**src/rtl/button_code_capture.sv**
```systemverilog
// button_code_capture
//   Turns one-cycle button edge pulses into key indices and packs DIGITS
//   presses into an entry code for the lock comparator.  Multi-button
//   presses abort the entry with a one-cycle entryError strobe.
//   Optional feature macro: INACTIVITY_TIMEOUT_EN -- discards a partial
//   entry after TIMEOUT_CYCLES idle cycles and pulses entryTimeout.
//   All outputs are registered; reset is synchronous, active-high.
module button_code_capture #(
    parameter int WIDTH          = 4,
    parameter int INDEX_WIDTH    = 2,
    parameter int DIGITS         = 4,
    parameter int COUNT_WIDTH    = 3,
    parameter int TIMEOUT_CYCLES = 1000
) (
    input  logic                            clock,
    input  logic                            reset,
    input  logic [WIDTH-1:0]                buttonEdge,
    output logic [DIGITS*INDEX_WIDTH-1:0]   code,
    output logic                            codeValid,
    output logic [COUNT_WIDTH-1:0]          digitCount,
    output logic                            entryError,
    output logic                            entryTimeout
);

    localparam int CODE_W = DIGITS * INDEX_WIDTH;

    // Elaboration-time guard against parameter sets that cannot work.
    if ((2**INDEX_WIDTH < WIDTH) || (2**COUNT_WIDTH <= DIGITS) ||
        (DIGITS < 1) || (TIMEOUT_CYCLES < 1)) begin : g_param_check
        $error("button_code_capture: illegal parameter combination");
    end

    typedef enum logic [1:0] {
        IDLE  = 2'd0,
        ENTRY = 2'd1,
        DONE  = 2'd2
    } state_t;

    state_t                   state, state_n;
    logic [CODE_W-1:0]        code_n;
    logic [COUNT_WIDTH-1:0]   count_n;
    logic                     valid_n, error_n, timeout_n;
    logic                     single_press, multi_press;
    logic [INDEX_WIDTH-1:0]   press_index;

    // Position of the (single) set bit of a one-hot edge vector.
    function automatic logic [INDEX_WIDTH-1:0] encode_index(input logic [WIDTH-1:0] e);
        encode_index = '0;
        for (int i = 0; i < WIDTH; i++) begin
            if (e[i]) encode_index = INDEX_WIDTH'(i);
        end
    endfunction

    // Classify the incoming edge vector: none, exactly one, or several buttons.
    always_comb begin
        single_press = (buttonEdge != '0) && ((buttonEdge & (buttonEdge - 1'b1)) == '0);
        multi_press  = (buttonEdge != '0) && !single_press;
        press_index  = encode_index(buttonEdge);
    end

`ifdef INACTIVITY_TIMEOUT_EN
    localparam int                TMR_W    = $clog2(TIMEOUT_CYCLES + 1);
    localparam logic [TMR_W-1:0]  TMR_LAST = TMR_W'(TIMEOUT_CYCLES - 1);
    logic [TMR_W-1:0]             idle_tmr, idle_tmr_n;
`endif

    // Next-state and next-output logic; registered outputs follow one edge later.
    always_comb begin
        state_n   = state;
        code_n    = code;
        count_n   = digitCount;
        valid_n   = 1'b0;
        error_n   = 1'b0;
        timeout_n = 1'b0;
`ifdef INACTIVITY_TIMEOUT_EN
        idle_tmr_n = '0;
`endif
        if (multi_press) begin
            state_n = IDLE;
            code_n  = '0;
            count_n = '0;
            error_n = 1'b1;
        end else if (single_press) begin
            if (state == ENTRY) begin
                code_n = (code << INDEX_WIDTH) | CODE_W'(press_index);
                if (digitCount == COUNT_WIDTH'(DIGITS - 1)) begin
                    state_n = DONE;
                    count_n = '0;
                    valid_n = 1'b1;
                end else begin
                    count_n = digitCount + COUNT_WIDTH'(1);
                end
            end else begin
                // First digit: the previous (completed) code is dropped here.
                code_n = CODE_W'(press_index);
                if (DIGITS == 1) begin
                    state_n = DONE;
                    count_n = '0;
                    valid_n = 1'b1;
                end else begin
                    state_n = ENTRY;
                    count_n = COUNT_WIDTH'(1);
                end
            end
        end else begin
            if (state == DONE) begin
                state_n = IDLE;
            end
`ifdef INACTIVITY_TIMEOUT_EN
            if (state == ENTRY) begin
                if (idle_tmr == TMR_LAST) begin
                    state_n   = IDLE;
                    code_n    = '0;
                    count_n   = '0;
                    timeout_n = 1'b1;
                end else begin
                    idle_tmr_n = idle_tmr + TMR_W'(1);
                end
            end
`endif
        end
    end

    // State and output registers; reset discards any partial entry.
    always_ff @(posedge clock) begin
        if (reset) begin
            state        <= IDLE;
            code         <= '0;
            digitCount   <= '0;
            codeValid    <= 1'b0;
            entryError   <= 1'b0;
            entryTimeout <= 1'b0;
`ifdef INACTIVITY_TIMEOUT_EN
            idle_tmr     <= '0;
`endif
        end else begin
            state        <= state_n;
            code         <= code_n;
            digitCount   <= count_n;
            codeValid    <= valid_n;
            entryError   <= error_n;
            entryTimeout <= timeout_n;
`ifdef INACTIVITY_TIMEOUT_EN
            idle_tmr     <= idle_tmr_n;
`endif
        end
    end

endmodule

```
**config.mk**
```make
export PLATFORM = sky130hd
export DESIGN_NAME = button_code_capture
export DESIGN_NICKNAME = d
export VERILOG_FILES = /design/src/rtl/button_code_capture.sv
export SDC_FILE = /design/constraint.sdc
export NUM_CORES = 1
export LEC_CHECK = 0
export CAP_MARGIN = 0
export CORE_MARGIN = 10
export CORE_UTILIZATION = 30
export CTS_CLUSTER_DIAMETER = 60
export DETAILED_ROUTE_END_ITERATION = 8
export GPL_TIMING_DRIVEN = 0
export HOLD_SLACK_MARGIN = 0.06
export PLACE_DENSITY = 0.63
export SLEW_MARGIN = 10
export SYNTH_ARGS = -nofsm -noshare
export SYNTH_HDL_FRONTEND = slang
export SYNTH_SLANG_ARGS = --single-unit
```
**constraint.sdc**
```tcl
create_clock -name clock -period 3.13 [get_ports clock]
set_input_delay 0.939 -clock clock [delete_from_list [all_inputs] [get_ports clock]]
set_output_delay 0.939 -clock clock [all_outputs]
set_load 0.01 [all_outputs]
```
==> impl_metrics.toml, run 1 <==
[run_status]
status = "complete, no violations"

[critical_path]
critPathMaxFanout = 4
end_kind = "output pin"
crit_required_ps = 2190
slowest_delay_ps = 560
cp_data_arrival_time_ps = 1230
crit_family = "buffers and inverters"
critPathLaunchType = "register"
crit_type = "register to output pin"
crit_chain = "clkdlybuf4s50_1"
worst-path-buf-inv = 1
slowest_stage = "clkdlybuf4s50_1"

[clock_network]
clk_pin_slew_ps = 90
ctsHoldBuffers = 0
cts_setup_buffers = 0
cts_tree = "yes"
root_buffer = "clkbuf_4"
clk_latency_ps = 280
h-tree-depth = 1
cts_resized = 0
cts_made_buffers = 3
clock_sinks = 15
cts.path.max_buffers = 2

[layout]
fin_nets = 110
synthToLayoutAreaGrowth_pct = 27.29
antennaDiodeCount = 0
fillers = 256
final_cell_mix = "15 x dfxtp_1, 14 x clkdlybuf4s50_1, 10 x a21oi_1, 8 x nand2_1, 7 x nand3_1"
final_area_um2 = 957.2
multi_input_area_um2 = 372.9
seqCellArea_um2 = 300.3
drive_gt1_share_pct = 17.65
mostFrequentLayoutCell = "dfxtp_1"

[power_and_ir_drop]
p_int_uw = 267.1
pwr-share-clk_pct = 30.7
power_leakage_uw = 0.0003360
pwr-share-comb_pct = 15.4
switching_share_pct = 26.62
pwr-share-seq_pct = 53.9
p_per_area_nw_per_um2 = 380.3
power_switching_uw = 96.89
ir_drop_v = 0.0001605

[synth]
syn-cell-area_um2 = 752.0
syn_inst = 84
syn-mean-instance-area_um2 = 8.952
ys_ff_latch = 15
yosys_warnings = 0
ys_seq_area_share_pct = 39.93
syn-num-nets = 91
synth_cell_types = 27

[grt]
grt_use_total_pct = 6.817
grt_pass1_vias = 648
antenna_found_initial = 0
grt_pass1_wl_um = 2829
grt_max_degree = 11
gr-total-overflow = 0

[sta]
period_share_pct = 69.40
drv_slew = 0
setup_viol = 0
period_needed_ps = 2172
max_freq_ghz = 0.4604
hold_viol = 0
rsz0062_at_grt = "false"
tightest_slew_ps = 620.5
finClkSkew_ps = 0.6584
slew_headroom_pct = 58.56
tns_ps = 0

[route]
routed_wl_um = 1639
via_per_inst = 4.947
wl_met1_um = 669
firstDrtPassIters = 4
wl_met2_um = 834
drt-wirelength-per-cell_um = 12.42
num_vias = 653
drc = 0
highest_layer = "met4"
drt-initial-drc-count = 21
dr_wl_met3_um = 94
postRouteAntennaNets = 0

[placement]
hpwlAfterDp_um = 1202
globalplace.congestion = 0.7061
placed_area_um2 = 929.6
port_buffers = 14

[die]
dieArea_um2 = 4909
start_util_pct = 30.92
rows = 18
ios = 20
fp.coreArea_um2 = 2432
fp.dieW_um = 70.07
die_y_um = 70.07

[run]
maxCapViolCount = 0

[min_path]
min_path_type = "register to register"
cells in the mapped netlist:
cell       n  area, um2
xor2_1     1      8.760
nand2_1    8      30.03
maj3_2     1      11.26
nor3b_2    2      25.02
a211oi_2   1      12.51
o21ai_2    1      8.760
xnor2_1    1      8.760
nand3_1    7      35.03
nor2b_1    3      18.77
and3_1     1      6.260
buf_4      2      15.01
or3_1      1      6.260
o31ai_1    3      22.52
nor2_1     6      22.52
inv_1      1      3.750
nor3_1     6      30.03
o21ai_0    1      5.000
dfxtp_1   15      300.3
buf_1      1      3.750
a211o_1    1      8.760
buf_6      5      56.30
nand2b_1   1      6.260
mux2i_1    1      10.01
a21oi_1   10      50.05
conb_1     1      3.750
nor4b_2    2      30.03
ha_1       1      12.51
routing by layer:
layer  GRT usage (%)  up-vias
li1                -      325
met1           6.910      312
met2           12.08       12
met3           1.977        4
met4           3.947        0
met5               0        -
worst min-delay path, stage by stage, from the launching register on:
cell,delay [ps]
dfxtp_1,320
nand2_1,50
a21oi_1,50
power groups by stage:
stage | Clock [uW] | Sequential [uW] | Combinational [uW]
4_1_cts | 114 | 196 | 56.5
3_5_place_dp | 0 | 201 | 56.1
2_1_floorplan | 0 | 202 | 40.4
5_1_grt | 125 | 197 | 62.0
6_report | 112 | 196 | 56.2
3_3_place_gp | 0 | 201 | 55.1
stage by stage:
stage	power, uW	util [%]	cells	hold slack (ps)	worst slack (ps)
after global routing	383.7	39.35	132	488.9	894.3
after CTS	366.9	39.35	132	460.4	952.9
after floorplan	241.9	-	84	474.3	1086
after detailed placement	256.8	38.22	128	447.9	939.3
after global placement	255.7	38.22	128	442.1	953.9
final	364.0	39.35	132	457.0	957.8
cells by family (layout without fill, tap and decap cells):
group / count (synthesis) / count (layout) / share of synthesized area, %
AND/OR/NAND/NOR: 37 / 37 / 27.95
AO/OA/AOI/OAI: 17 / 17 / 14.31
flip-flops: 15 / 15 / 39.93
buffers and inverters: 9 / 27 / 10.48
adder cells (fa/ha/maj): 2 / 2 / 3.161
XOR/XNOR: 2 / 2 / 2.330
other: 1 / 1 / 0.4987
multiplexers: 1 / 1 / 1.331
worst paths after layout:
path | startpoint | end | slack [ps] | cells after the start
setup / recovery | digitCount[0] | digitCount[0] | 960 | 1
hold / removal | code[6] | code[6] | 460 | 2
setup reg to reg | state[0] | digitCount[0] | 1890 | 5
hold reg to reg | code[6] | code[6] | 460 | 2
cell type report:
class	count	area share, %
clock inverter	1	0.5229
sequential	15	31.37
buffer	8	7.843
tap	30	3.922
timing repair buffer	14	14.64
multi-input combinational	60	38.95
clock buffer	3	2.353
inverter	1	0.3922
registers in the layout, indices dropped and copies added, names as in the netlist:
signal / count
state: 2
code: 8
codeValid: 1
digitCount: 3
entryError: 1
No activity file was read; power rests on OpenSTA's default activity.
==> inputs of run 2 (changes only) <==
Clock period 3.13 ns to 2.07 ns, I/O delays scaled along.
==> results of run 2 <==
The final DEF is identical to that of run 1. Status: complete, no violations.
Main changes from that run: setup slack after placement 939.3 ps -> 197.3 ps; setup slack after layout 957.8 ps -> 215.8 ps; register-to-register setup slack 1890 ps -> 830 ps; total power 364.0 uW -> 550.4 uW; worst IR drop on VDD 0.0001605 V -> 0.0002427 V
